### src/rtl/l1_pixel_readout_arbiter.sv
// l1_pixel_readout_arbiter
// Reads out one triggered event from NREQ pixel-column hit buffers into a
// single 29-bit TDC word stream, one word per cycle. Each word is tagged with
// the BCID latched at L1A. Words beyond MAXHITS per event are popped and
// discarded. One L1A arriving while busy is held as pending; further L1As
// while the pending slot is full are counted as dropped.
//
// Build option: define READOUT_RR_EN for round-robin column selection
// (persistent pointer). Without it, the lowest-index non-empty column wins.

module l1_pixel_readout_arbiter #(
    parameter int NREQ    = 16,
    parameter int MAXHITS = 64
) (
    input  logic                 clk,
    input  logic                 reset,
    input  logic                 l1a,
    input  logic [11:0]          l1aBCID,
    input  logic [NREQ-1:0]      colHit,
    input  logic [NREQ*17-1:0]   colData,
    output logic [NREQ-1:0]      colRead,
    output logic [28:0]          TDCData,
    output logic                 unreadHit,
    output logic                 busy,
    output logic                 eventDone,
    output logic [19:0]          hitCount,
    output logic [19:0]          flushCount,
    output logic [15:0]          l1aDropCount
);

    localparam int IW = $clog2(NREQ);
    localparam int HW = $clog2(MAXHITS + 1);

    typedef enum logic [1:0] {
        IDLE  = 2'd0,
        READ  = 2'd1,
        FLUSH = 2'd2,
        DONE  = 2'd3
    } state_t;

    state_t          state;
    state_t          state_nxt;
    logic [11:0]     cur_bcid;
    logic [HW-1:0]   hits_this_event;
    logic            pend_vld;
    logic [11:0]     pend_bcid;
    logic [IW-1:0]   sel;
    logic            any_hit;
    logic            grant;
    logic            start_event;
    logic [16:0]     sel_word;

    assign any_hit     = |colHit;
    assign grant       = ((state == READ) || (state == FLUSH)) && any_hit;
    assign start_event = (state == IDLE) && (l1a || pend_vld);
    assign sel_word    = colData[sel*17 +: 17];
    assign busy        = (state != IDLE);
    assign eventDone   = (state == DONE);

`ifdef READOUT_RR_EN
    logic [IW-1:0] rr_ptr;

    // Round-robin search: first non-empty column at or after rr_ptr, wrapping.
    always_comb begin
        logic [IW:0] idx;
        logic        found;
        // NOTE: every always_comb output gets a default first so no path
        // leaves it unassigned; otherwise synthesis infers a latch.
        sel   = rr_ptr;
        found = 1'b0;
        idx   = '0;
        for (int k = 0; k < NREQ; k++) begin
            idx = {1'b0, rr_ptr} + (IW+1)'(k);
            if (idx >= (IW+1)'(NREQ)) idx = idx - (IW+1)'(NREQ);
            if (!found && colHit[idx[IW-1:0]]) begin
                sel   = idx[IW-1:0];
                found = 1'b1;
            end
        end
    end

    // Pointer moves one past every granted column (READ and FLUSH alike).
    // NOTE: the asynchronous reset clears only real state registers; the
    // reset branch must mirror the sensitivity list exactly.
    always_ff @(posedge clk or negedge reset) begin
        if (!reset) begin
            rr_ptr <= '0;
        end else if (grant) begin
            rr_ptr <= (sel == IW'(NREQ - 1)) ? '0 : sel + 1'b1;
        end
    end
`else
    // Fixed priority: lowest-index non-empty column wins.
    always_comb begin
        sel = '0;
        for (int k = NREQ - 1; k >= 0; k--) begin
            if (colHit[k]) sel = IW'(k);
        end
    end
`endif

    // One-hot pop for the selected column while reading or flushing.
    always_comb begin
        colRead      = '0;
        colRead[sel] = grant;
    end

    // State register.
    always_ff @(posedge clk or negedge reset) begin
        if (!reset) begin
            state <= IDLE;
        end else begin
            // NOTE: sequential state always uses non-blocking assignment so
            // every register samples pre-edge values regardless of order.
            state <= state_nxt;
        end
    end

    // Next-state logic.
    always_comb begin
        state_nxt = state;
        case (state)
            IDLE:  if (l1a || pend_vld) state_nxt = READ;
            READ: begin
                if (!any_hit)
                    state_nxt = DONE;
                else if (hits_this_event == HW'(MAXHITS - 1))
                    state_nxt = FLUSH;
            end
            FLUSH: if (!any_hit) state_nxt = DONE;
            DONE:  state_nxt = IDLE;
            default: state_nxt = IDLE;
        endcase
    end

    // Event context, pending L1A slot and drop counter.
    always_ff @(posedge clk or negedge reset) begin
        if (!reset) begin
            cur_bcid     <= '0;
            pend_vld     <= 1'b0;
            pend_bcid    <= '0;
            l1aDropCount <= '0;
        end else begin
            if (start_event)
                cur_bcid <= pend_vld ? pend_bcid : l1aBCID;
            if (state == IDLE) begin
                // A pending entry is served first; a coincident new l1a
                // takes its place in the slot.
                if (pend_vld) begin
                    pend_vld <= l1a;
                    if (l1a) pend_bcid <= l1aBCID;
                end
            end else if (l1a) begin
                if (!pend_vld) begin
                    pend_vld  <= 1'b1;
                    pend_bcid <= l1aBCID;
                end else if (l1aDropCount != 16'hFFFF) begin
                    l1aDropCount <= l1aDropCount + 16'd1;
                end
            end
        end
    end

    // Output word capture, per-event hit count and global counters.
    always_ff @(posedge clk or negedge reset) begin
        if (!reset) begin
            TDCData         <= '0;
            unreadHit       <= 1'b0;
            hits_this_event <= '0;
            hitCount        <= '0;
            flushCount      <= '0;
        end else begin
            unreadHit <= (state == READ) && any_hit;
            if (start_event)
                hits_this_event <= '0;
            if ((state == READ) && any_hit) begin
                TDCData         <= {sel_word[16:9], cur_bcid, sel_word[8:0]};
                hits_this_event <= hits_this_event + 1'b1;
                hitCount        <= hitCount + 20'd1;
            end
            if ((state == FLUSH) && any_hit)
                flushCount <= flushCount + 20'd1;
        end
    end

endmodule
### config.mk
export PLATFORM = sky130hd
export DESIGN_NAME = l1_pixel_readout_arbiter
export DESIGN_NICKNAME = d
export VERILOG_FILES = /design/src/rtl/l1_pixel_readout_arbiter.sv
export SDC_FILE = /design/constraint.sdc
export NUM_CORES = 1
export LEC_CHECK = 0
export CAP_MARGIN = 20
export CORE_AREA = 2 2 158 160
export DETAILED_ROUTE_END_ITERATION = 12
export DIE_AREA = 0 0 160 162
export PLACE_DENSITY = 0.71
export SLEW_MARGIN = 20
export SYNTH_ARGS = -nofsm -noshare
export SYNTH_HDL_FRONTEND = slang
export SYNTH_SLANG_ARGS = --single-unit
export TNS_END_PERCENT = 100
### constraint.sdc
create_clock -name clk -period 2.8 [get_ports clk]
set_clock_uncertainty 0.15 [all_clocks]
set_input_delay 0.28 -clock clk [delete_from_list [all_inputs] [get_ports clk]]
set_output_delay 0.28 -clock clk [all_outputs]
set_load 0.005 [all_outputs]
### After elaboration in Yosys (flattened, before gate mapping)

Cells that the tools add are included.

| operators by class | value |
|---|---|
| $add $sub $neg | 4 |
| $mul | 1 |
| order comparisons | 2 |
| eq/ne operators | 10 |
| shift-type cells | 1 |
| multiplexer cells | 33 |
| bitwise logic cells | 2 |
| reductions and logical operators | 15 |

Operator list:

| operator | number |
|---|---|
| 272-bit by 10-bit variable part select with 17-bit output | 1 |
| 4-bit two-way mux | 16 |
| 12-bit two-way mux | 5 |
| 20-bit by 1-bit adder with 20-bit output (second input constant) | 2 |
| 16-bit by 1-bit adder with 16-bit output (second input constant) | 1 |
| 16-bit bitwise AND | 1 |
| 16-bit != test (second input constant) | 1 |
| 16-bit OR reduction | 1 |
| 7-bit two-way mux | 2 |
| 4-bit by 5-bit multiplier with 9-bit output (second input constant) | 1 |
| 2-bit two-way mux | 4 |
| 2-bit != test (second input constant) | 4 |
| 2-bit case mux with 4 select lines | 1 |
| 7-bit by 1-bit adder with 7-bit output (second input constant) | 1 |
| 7-bit by 6-bit == test with 1-bit output (second input constant) | 1 |
| 3-bit AND reduction | 2 |
| 2-bit nonzero test | 3 |
| 1-bit logical AND | 5 |
| 4-bit by 5-bit < comparator with 1-bit output (second input constant) | 1 |
| 1-bit demux with 4-bit select | 1 |
| 2-bit == test (second input constant) | 2 |
| 4-bit by 1-bit >= comparator with 1-bit output (second input constant) | 1 |
| 1-bit two-way mux | 4 |
| 4-bit AND reduction | 1 |
| 5 further kinds | 6 |

| word-level totals | value |
|---|---|
| register bits | 120 |
| input bits | 303 |
| output and inout bits | 104 |

### Logic depth before layout (Yosys ltp)

Gate-level depths: netlist of run 1.

| logic depth | value |
|---|---|
| depth in word-level cells | 21 |
| depth in mapped cells | 11 |

### Least setup slack after synthesis of run 1

Ideal clock, no wire load.

| timing | value |
|---|---|
| path kind | input to register |
| start | input colHit[4] |
| end | register TDCData[23] |
| setup time | 0.126 ns |
| arrival time | 2.175 ns |
| required time | 2.524 ns |
| slack | 0.349 ns |
| cell stages on the path | 7 |
| path buffers | 1 |
| cell sequence | or2_1 -> o311a_1 -> a211oi_4 -> buf_6 -> o21ai_0 -> or4_1 -> o32a_1 |

| on the way | value |
|---|---|
| longest elaborated chain between the ends | 7 |
| elaborated cells on any way between the ends | 9 |

RTL lines:

| item | line | text |
|---|---|---|
| from (decl) | 19 | `input logic [NREQ-1:0] colHit,` |
| 4-bit two-way mux (5 in series) | 97 | `if (colHit[k]) sel = IW'(k);` |
| 4-bit by 5-bit multiplier with 9-bit output | 56 | `assign sel_word = colData[sel*17 +: 17];` |
| 272-bit by 10-bit variable part select with 17-bit output | 56 |  |
| to (signal assigned) | 177 | `TDCData <= {sel_word[16:9], cur_bcid, sel_word[8:0]};` |
| to (decl) | 22 | `output logic [28:0] TDCData,` |

Several ways; a longest one is shown, not always the timed one.
A chain may end at the register's enable or synchronous reset.

### Worst setup path in the final report of run 1

| timing | value |
|---|---|
| start | input colHit[11] |
| end | output colRead[4] |

| on the way | value |
|---|---|
| longest elaborated chain between the ends | 17 |
| elaborated cells on any way between the ends | 20 |

RTL lines:

| item | line | text |
|---|---|---|
| 4-bit two-way mux (12 in series) | 97 |  |
| 4-bit by 5-bit < comparator with 1-bit output (implied by the code) or 4-bit by 1-bit >= comparator with 1-bit output (tied branches) | 105 | `colRead[sel] = grant;` |
| 1-bit logical AND (implied by the code) | 105 |  |
| 1-bit two-way mux (implied by the code) | 105 |  |
| 1-bit demux with 4-bit select | 105 |  |
| 16-bit bitwise AND (no source line) * | - |  |
| to (decl) | 21 | `output logic [NREQ-1:0] colRead,` |

Mark *: on every way between the ends. The rest lies on a longest branch, timed or not.

==> metrics list, run 1 <==
- Detailed router's first-iteration violation count: 587
- Number of cell instances on the worst register-to-register path: 9
- Share of final-layout standard cells stronger than drive strength 1: 0.172
- For this run, the register share of the synthesized area comes to 0.400.
* Setup slack on the worst flop-to-flop path: 520 ps
* Clk Tree Root Cell: clkbuf_16
- In this run the static leakage power is 5.96 nW.
- Headroom to the max-slew limit came out at 0.627.
- Summed over all failing endpoints, the final setup total negative slack is 0 ps.
* Setup slack at placement: -841 ps
* Die outline width: 160 µm
- In this run the remaining antenna-violating nets after routing total 0.
* Worst Hold Class: in2async
- The H-tree generated during clock tree synthesis spans 4 levels.
- At the pin with the least slew margin, the transition time is 559 ps.
- Maximum count of clock buffers along a single path: 2
- Post-synthesis async set-or-reset flop share: 1.00
- Critical Path Source Type: input pin
- Status: completed
- For this run, the leading register cell type out of synthesis is dfrtp_1.
- Entering global routing, the biggest net connects 49 pins.
* Global-route usage over all layers: 0.266
- Setup slack of the critical path after layout: 6.84 ps
- For this run, the top clock speed supported by timing is 358 MHz.
- During I/O placement, the number of pins put on the boundary was 407.
- Busiest layer in global routing: met2
- Input/output buffers: 406
- The floorplan step defined a die boundary enclosing 0.0259 mm².
* Category of the most critical setup path: in2out
- After detailed routing, the total wire length is 35,100 µm.
- Final cell count without fillers: 1,655
- Register clock-pin slew on the reported worst setup and hold paths: 60 ps
* Clock latency on the worst-skew pair: 400 ps
- Number of enable flip-flop cells after synthesis: 0
- Total of max-cap violations: 0
* Sum of internal, switching and leakage power: 0.00891 W
- Initial standard-cell utilization of the core: 0.312
- The number of antenna violations at the first check in global routing was 5.
* Routability Congestion: 0.960
* Average wire length per cell after detail routing: 21.2 µm
- For this run the aggregate overflow at the end of global routing stands at 0.
- FF+latch count, synth: 120
* Largest cells by area after synthesis: dfrtp_1 40%, mux2i_1 11%, nand2_1 5.5%
- Post-Synthesis Mean Instance Area: 9.39 µm²
- Floorplan row count: 57
- For the worst setup path, the data required time is 2370 ps.
- Post-Syn Area: 0.00751 mm²
- Along the worst path, the maximum fanout reaches 4.
- Overall via count from detail_route: 8,526
- The first global-routing pass estimated 52,500 µm of wire.
- Area added between synthesis and finish: 82.2%
- Synthesized instance count: 800
- Post-layout nets: 1,627
- The worst path in the final design needs a cycle of 2790 ps, including I/O delays and setup.
- The worst register-to-register path begins at state[0].
- Std-Cell Core Area: 0.0241 mm²
- Top-area cell type share of the netlist area: 0.400
- Unrepaired setup endpoints after global routing: yes
- Data arrival at the endpoint of the critical path: 2360 ps
- Slew Limit Fails: 0
* Drc violations: 0
* Met2 Use GR: 0.443
- IR Drop Worst-Case VDD: 0.506 mV
* Via density per instance: 5.15
- Number of placed cells counting well taps: 1,611
- Final number of setup-violating endpoints: 0
- Hold Fails Final Rpt: 0
- For met1 alone, demand over resource in global routing was 0.338.
* Period utilisation layout: 0.998
* Total of warnings raised by yosys: 0
- The number of global-route vias before repair is 8,915.
* Inserted Clock Buffers: 17
- Die boundary height: 162 µm
- The synthesized netlist contains 61 unique library cells.
- The number of nets handed over by synthesis was 1,111.
- Once detailed placement completed, the half-perimeter wirelength came to 28,900 µm.
- Detailed Routing Iterations Pass 1: 5
- Critical path endpoint category: output pin
- For this run, global-route usage on met3 was measured as 0.0692.
* Sinks on the clock net: 120
- Power spread over the standard cell area amounts to 651 mW/mm².
- Ranked by instance count, the synthesized netlist is headed by 120 x dfrtp_1, 110 x nand2_1, 85 x mux2i_1, 76 x nor2_1, 41 x xnor2_1.
* Reg-to-Reg End: l1aDropCount[15]
- TritonCTS built the clock tree.
- The largest total area in the synthesized netlist belongs to dfrtp_1.
- In the post-synthesis netlist, the cell with the most instances is dfrtp_1.
-- state kept, by name (all words and copies together) (netlist names) --
signal / cells
TDCData: 29
cur_bcid: 12
flushCount: 20
hitCount: 20
hits_this_event: 7
l1aDropCount: 16
pend_bcid: 12
pend_vld: 1
state: 2
unreadHit: 1
-- logic make-up after synthesis --
group,Yosys count,synth area share
AO/OA/AOI/OAI,173,0.163
adder cells (fa/ha/maj),8,0.0133
flip-flops,120,0.400
buffers and inverters,50,0.0310
AND/OR/NAND/NOR,282,0.175
multiplexers,113,0.155
XOR/XNOR,54,0.0630
-- per-stage QoR --
step                      area, µm²   util  hold WS, ps
after floorplan                7510      -         -166
final                         13700  0.568          278
after global placement        12800  0.532          143
after global routing          13700  0.568          321
after CTS                     13600  0.566          293
after detailed placement      12800  0.532          147
-- critical path, stage by stage --
cell,delay [ps]
clkdlybuf4s50_1,450
buf_4,160
nor2_2,110
o311ai_2,120
buf_4,150
and2_4,160
nor2_2,100
buf_4,130
nand2_2,70
nor2_1,110
clkdlybuf4s50_1,520
-- worst max-delay path by stage --
| stage | from | endpoint | slack (ps) | cells past startpoint |
|---|---|---|---|---|
| 2_1_floorplan | colHit[4] | TDCData[23] | 350 | 7 |
| 3_3_place_gp | colHit[7] | TDCData[22] | -1070 | 11 |
| 3_5_place_dp | colHit[2] | TDCData[22] | -840 | 11 |
| 4_1_cts | colHit[0] | colRead[10] | 10 | 9 |
| 5_1_grt | colHit[11] | colRead[4] | -80 | 11 |
| 6_report | colHit[11] | colRead[4] | 7 | 11 |
-- layer usage --
| metal | part of all wire | up-vias |
|---|---|---|
| met1 | 0.41 | 4080 |
| met2 | 0.47 | 408 |
| met4 | 0.029 | 6 |
| li1 | - | 3976 |
| met5 | 0.0013 | - |
| met3 | 0.084 | 56 |
-- layout by cell type (no fill, tap or decap), drive strengths merged, types with 3 or more instances in the layout --
cell           synthesis  routed
o21ai                 45      45
a22oi                 18      18
xnor2                 41      41
o22ai                 25      25
inv                    9      12
a221oi                 8       8
nand4                 14      14
and3                  10      10
a211oi                12      12
a2111oi                4       4
ha                     8       8
mux2                  28      28
bufinv                 0       5
mux2i                 85      85
dlygate4sd2            0      18
a21oi                 12      12
nor3                  11      11
nand2                111     111
buf                   20     132
a41oi                  3       3
o2bb2ai                5       5
nor2                  76      76
nor2b                  3       3
a22o                   6       6
and2                   6       6
clkbuf                21      19
a31oi                 11      11
nand2b                 4       4
clkinv                 0       3
xor2                  13      13
a311oi                 4       4
and4                   4       4
or4                    3       3
nand3                 30      30
dfrtp                120     120
clkdlybuf4s50          0     386
nor4                   6       6
o32a                   3       3
-- where the power goes --
part | internal [W] | switching (W) | total (W) | leakage, nW
sequential | 0.00230 | 0.000400 | 0.00270 | 1.53
combinational | 0.00209 | 0.00171 | 0.00379 | 4.12
clock | 0.00159 | 0.000820 | 0.00241 | 0.309
total | 0.00598 | 0.00293 | 0.00891 | 5.96
-- layout make-up --
type | instances | area [µm²]
repair buffers | 538 | 5140
inverters | 9 | 33.8
fillers | 2192 | 10400
diodes | 2 | 5.00
clock inverters | 13 | 218
clock buffers | 19 | 433
flip-flops and latches | 120 | 3000
well taps | 324 | 405
multi-input cells | 630 | 4450
-- repair_timing --
item | CTS | global route
pin swaps | 4 | 4
endpoints found under the hold margin | 37 | 0
setup buffers | 8 | 1
endpoints found under the setup margin | 25 | 16
hold buffers | 1 | 0
resized for setup | 37 | 11
Power figures use the tool's default switching activity.
==> inputs of run 2 (changes only) <==
- CTS_CLUSTER_SIZE: unset -> 40
==> results of run 2 <==
Same layout as run 1: the final DEF is identical, and so are final timing and power.
==> inputs of run 3 (changes only) <==
--- a/constraint.sdc
+++ b/constraint.sdc
@@ -4,2 +4,2 @@
 set_output_delay 0.28 -clock clk [all_outputs]
-set_load 0.005 [all_outputs]
+set_load 0.1 [all_outputs]
==> run 3 against run 2 <==
Compared with the run above:
- via count down 0.55%
- worst hold slack improved by 42 ps
- worst setup slack improved by 100 ps
- global-route usage is 0.099 points higher
- utilization shrank 0.093 points
- die area stayed put
- final cell count decreased by 0.42%
- critical endpoint is now colRead[9]
==> metrics list, run 3 (synthesis results as in run 1) <==
- Status: completed
- Max-slew headroom at the worst pin: 0.399 (-0.228)
* Critical Path Source Type: input pin
- First-pass GRT wire length: 52,600 µm (+0.12%)
- Combined flip-flop and latch cell area: 0.00301 mm² (+0.21%)
- IR Drop Worst-Case VDD: 0.666 mV (+32%)
- The tightest min-delay check is of the reg2reg type.
- The transition time at the pin with the least slew margin was 901 ps (+343 ps).
* Floorplan row count: 57 (unchanged)
- The arrival time at the worst endpoint was 2260 ps (-100 ps).
- Overall via count from detail_route: 8,479 (-0.55%)
- Std-Cell Core Area: 0.0241 mm² (unchanged)
- The overall die area is 0.0259 mm² (unchanged).
* Count of H-tree levels built during CTS: 4 (unchanged)
* Family with the most delay on the worst path: buffers and inverters
- The I/O pin count came to 407 (unchanged).
- The critical path is of the in2out type.
- The cell count of the worst reg-to-reg path came to 9 (unchanged).
- The largest net degree at the start of global routing was 70 (+43%).
- The buffer and inverter count on the worst path is 5 (unchanged).
- The final weighted congestion in routability-driven placement was 0.954 (-0.58%).
* Reg with most FFs: TDCData
- The starting utilization of the core area was 0.312 (unchanged).
- Antenna violations before repair: 3 (-2)
* CP max stage cell: a211oi_4
* Maximum count of clock buffers along a single path: 2 (unchanged)
* Fin crit period: 2690 ps (-101 ps)
- The detailed-route vias per instance came to 5.15 (-0.13%).
- The tree is rooted in a clkbuf_16.
- The number of global-route vias before repair came to 8,582 (-3.7%).
- Die outline width: 160 µm (unchanged)
- Placed wire-length estimate after detailed placement: 28,600 µm (-0.99%)
* Final wirelength: 35,100 µm (about the same)
- Largest registers: TDCData x29, flushCount x20, hitCount x20
- Crit path largest cell delay: 440 ps (-80 ps)
* Worst setup path startpoint: colHit[12]
- In this run the worst setup path terminates at colRead[9].
* Detailed Routing Iterations Pass 1: 7 (+2)
- Critical path required time: 2370 ps (about the same)
* Dominant cell type by count on the critical path: buf_4
- Period utilisation layout: 0.962 (-0.0360)
- Combined area of the multi-input logic cells: 0.00450 mm² (+1.2%)
- The top fanout value on the critical path was 4 (unchanged).
- Number of filler instances in the final layout: 2,179 (-0.59%)
- Register clock-pin slew on the reported worst setup and hold paths: 60 ps (about the same)
* Share of final-layout standard cells stronger than drive strength 1: 0.258 (+0.0856)
- The maximum clock rate was 371 MHz (+3.7%).
* Power per Cell Area: 824 mW/mm² (+27%)
* Slew Limit Fails: 0 (unchanged)
- The number of nets in the layout is 1,620 (-0.43%).
- Flip-flop count of the largest register after layout: 29 (unchanged)
- The aggregate global-route resource usage was 0.267 (+0.000990).
* Average wire length per cell after detail routing: 21.3 µm (+0.49%)
- Leading cell types in the layout, fill and taps excluded: 285 x clkdlybuf4s50_1, 199 x buf_4, 115 x dfrtp_1
* Critical path endpoint category: output pin
- Input/output buffers: 406 (unchanged)
* Critical R2R Launch: state[0]
- The source-to-sink clock delay at the later pin of the worst-skew pair came to 410 ps (about the same).
* CP cell instances: dlygate4sd2_1 > buf_4 > a221o_1 > a211oi_4 > buf_4 > nand2_1 > buf_6 > nor2_4 > buf_12
* Die boundary height: 162 µm (unchanged)
* Clock tree from TritonCTS: yes
- The overall power after layout came to 0.0113 W (+26%).
- The count of maximum capacitance violations came to 0 (unchanged).
- Post-route setup TNS: 0 ps (unchanged)
* Dpl cell area: 0.0128 mm² (-0.36%)
- Total non-filler cell area in the finished layout: 0.0137 mm² (-0.16%)
- The final global-route overflow total is 0 (unchanged).
- The leakage power total came to 6.17 nW (+3.5%).
* Setup slack on the worst flop-to-flop path: 500 ps (-20 ps)
- The number of gates on the worst path with buffers counted was 9 (-2).
- Final number of setup-violating endpoints: 0 (unchanged)
- The violation count after the first detailed-route iteration was 616 (+4.9%).
- The TritonCTS buffer count was 17 (unchanged).
- Reg-to-Reg End: l1aDropCount[15]
- Hold Fails Final Rpt: 0 (unchanged)
- The remaining design rule violation count is 0 (unchanged).
* Area added between synthesis and finish: 81.9%
- Most common cell after layout, fill and taps aside: clkdlybuf4s50_1
- Remaining number of nets flagged by the antenna check after routing: 0 (unchanged)
* Sinks on the clock net: 120 (unchanged)
-- run 3: cell types whose count changed in the layout (fill, tap and decap cells not counted), moves of 10 or more --
cell,change
clkdlybuf4s50_1,-101
buf_4,+76
buf_12,+20
dlygate4sd2_1,-13
nor2_1,-14
dlymetal6s2s_1,+10
nor2_4,+12
-- run 3: layout make-up --
type	count	share of cell area
clock buffers	19	0.0324
repair buffers	531	0.375
inverters	9	0.00247
diodes	2	0.000366
clock inverters	13	0.0106
well taps	324	0.0297
multi-input cells	630	0.329
flip-flops and latches	120	0.220
-- run 3: per-stage QoR --
| step | hold slack [ps] | worst slack (ps) | cells | utilization |
|---|---|---|---|---|
| 2_1_floorplan | -166 | -426 | 800 | - |
| 3_3_place_gp | 297 | -597 | 1599 | 0.530 |
| 3_5_place_dp | 305 | -616 | 1599 | 0.530 |
| 4_1_cts | 325 | -14.3 | 1638 | 0.561 |
| 5_1_grt | 338 | -1.15 | 1647 | 0.567 |
| 6_report | 320 | 108 | 1648 | 0.567 |
-- run 3: timing repair --
action / in CTS / in global routing
endpoints found under the hold margin: 66 / 0
pin swaps: 5 / 9
endpoints found under the setup margin: 19 / 32
gates resized for setup: 27 / 17
setup buffers: 6 / 8
hold buffers: 1 / 0
-- run 3: worst min path at each step --
stage,slack [ps],to,cells past startpoint,startpoint
2_1_floorplan,-170,TDCData[0],0,reset
3_3_place_gp,300,TDCData[19],2,cur_bcid[10]
3_5_place_dp,300,TDCData[19],2,cur_bcid[10]
4_1_cts,330,flushCount[19],1,flushCount[19]
5_1_grt,340,flushCount[19],1,flushCount[19]
6_report,320,TDCData[9],2,cur_bcid[0]
-- run 3: routing by layer --
layer	part of all wire	track usage	routed length, µm
met1	0.42	0.348	14900
met2	0.49	0.462	17200
met3	0.069	0.0495	2410
met4	0.016	0.0627	552
met5	0.00037	0	13
-- run 3: worst register-to-register path, cell delays in order (launching register included) --
cell     delay (ps)
dfrtp_1         380
inv_1           100
ha_1            230
nor2b_1         160
nand2_1         100
a41oi_1         240
nand4_1         200
nor2_1          340
nand3_1         160
xnor2_1         150
-- run 3: report_power, final --
group | switching [W] | internal [W]
clock | 0.000838 | 0.00134
combinational | 0.00440 | 0.00196
sequential | 0.000429 | 0.00230
==> edit, RTL diff (config.mk and constraints of run 1) <==
Encoding of `state_t`: now one-hot (4 bits for 4 states).
--- a/src/rtl/l1_pixel_readout_arbiter.sv
+++ b/src/rtl/l1_pixel_readout_arbiter.sv
@@ -31,11 +31,11 @@
     localparam int IW = $clog2(NREQ);
     localparam int HW = $clog2(MAXHITS + 1);
 
-    typedef enum logic [1:0] {
-        IDLE  = 2'd0,
-        READ  = 2'd1,
-        FLUSH = 2'd2,
-        DONE  = 2'd3
+    typedef enum logic [3:0] {
+        IDLE  = 4'b0001,
+        READ  = 4'b0010,
+        FLUSH = 4'b0100,
+        DONE  = 4'b1000
     } state_t;
 
     state_t          state;
Function: no difference found for any inputs over 4 cycles, from zero or initial values and one cycle with reset low; so few cycles prove little.
==> edit against run 1 <==
  * Routed wire length is essentially flat
  * Design area increased by 0.64%
  * Sequential cell count is 2 higher
  * Setup slack improved by 0.070 ns
  * Power down 4.5%
  * Critical path depth fell by 3
  * Combinational power is 5.8% lower
  * First-iteration DRC count shrank 7.5%
  * Die area is the same
  * Worst hold slack better by 0.023 ns
  * Area after synthesis grew 3.8%
  * Largest cell class unchanged
==> edit: results (changes against run 1) <==
grt_pass1_wl_mm: 53.0  # was 52.5 mm
syn_area_per_cell_um2: 8.99  # was 9.39 µm²
rr_startpoint: "state[3]"  # was state[0]
grt_max_degree: 55  # was 49
syn-num-nets: 1174  # was 1,111
status: "completed"  # unchanged
drive_gt1_share_pct: 14.5  # was 17.2%
worst_path_max_delay_cell: "or4_4"  # was clkdlybuf4s50_1
yosys-top-cells-area: "dfrtp_1 (39%), mux2i_1 (14%), nand2_1 (6.3%)"  # was dfrtp_1 (40%), mux2i_1 (11%), nand2_1 (5.5%)
drtIter0Drc: 543  # was 587
dpl.hpwl_mm: 28.2  # was 28.9 mm
cp_max_fo: 5  # was 4
slew-limit-headroom_pct: 40.6  # was 62.7%
antenna_found_initial: 4  # was 5
r2r_setup_slack_ns: 0.11  # was 0.52 ns
grt_pass1_vias: 9012  # was 8,915
regToRegEndpoint: "TDCData[6]"  # was l1aDropCount[15]
rr_worst_depth: 10  # was 9
wl_per_cell_um: 20.7  # was 21.2 µm
viasPerCell: 5.22  # was 5.15
dp_slack_ns: -0.562  # was -0.841 ns
dpl.cell_count: 1653  # was 1,611
placed_area_um2: 13000  # was 12,800 µm²
arrival_ns: 2.29  # was 2.36 ns
synthTopCellsByCount: "nand2_1 (130), dfrtp_1 (121), mux2i_1 (106)"  # was dfrtp_1 (120), nand2_1 (110), mux2i_1 (85)
ys_seq_area_share_pct: 39.2  # was 40.0%
cp_slowest_stage_delay_ns: 0.54  # was 0.52 ns
ir_drop_v: 0.000513  # was 0.000506 V
track_usage_pct: 26.8  # was 26.6%
-- edit: cell families after synthesis --
kind of cell	Yosys count	share of synthesized area [%]
XOR/XNOR	54	6.07
AND/OR/NAND/NOR	338	20.2
multiplexers	122	15.9
flip-flops	122	39.2
buffers and inverters	60	3.31
AO/OA/AOI/OAI	166	14.6
adder cells (fa/ha/maj)	5	0.770
-- edit: metrics by stage --
| step | hold WS [ns] | util [%] |
|---|---|---|
| after floorplan | -0.166 | - |
| after global placement | 0.227 | 54.0 |
| after detailed placement | 0.231 | 54.0 |
| after CTS | 0.319 | 56.9 |
| after global routing | 0.339 | 57.1 |
| final | 0.301 | 57.1 |
-- edit: area by class of cell --
class                           instances  area [µm²]
Tap cell                              324         405
Clock buffer                           17         425
Timing Repair Buffer                  521        5080
Clock inverter                         15         176
Sequential cell                       122        3050
Fill cell                            2132       10300
Antenna cell                            3        7.51
Multi-Input combinational cell        685        4590
Inverter                                8        32.5
-- edit: routing by layer --
| layer | wire length, µm | track usage [%] |
|---|---|---|
| met5 | 13 | 0 |
| met4 | 1100 | 9.91 |
| met3 | 2900 | 7.99 |
| met1 | 14100 | 32.1 |
| met2 | 16900 | 45.6 |
-- edit: worst max-delay path by stage --
stage	startpoint	endpoint	slack [ns]	cells past startpoint
after CTS	colHit[12]	colRead[6]	-0.04	11
after detailed placement	colHit[2]	TDCData[6]	-0.56	10
final	colHit[8]	colRead[7]	0.08	8
after global routing	state[3]	TDCData[6]	0.004	10
after floorplan	colHit[7]	TDCData[22]	0.36	9
after global placement	colHit[2]	TDCData[6]	-0.56	10
-- edit: timing repair --
item / in CTS / in global routing
buffers inserted: 6 / 0
endpoints found under the setup margin: 19 / 32
hold buffers: 1 / 0
gates resized for setup: 49 / 22
pin swaps: 6 / 5
hold endpoints to repair: 49 / 0
-- edit: worst max-delay path: cells and delay by family --
| kind | cells | cell delay [ns] |
|---|---|---|
| AOI/OAI and AO/OA | 2 | 0.60 |
| buffers and inverters | 3 | 0.69 |
| and+or+nand+nor | 3 | 0.71 |
-- edit: report_power, final --
part | switching, W | internal (W) | leakage [nW]
Clock | 0.000959 | 0.00128 | 0.293
Combinational | 0.00160 | 0.00197 | 4.27
Sequential | 0.000420 | 0.00228 | 1.52
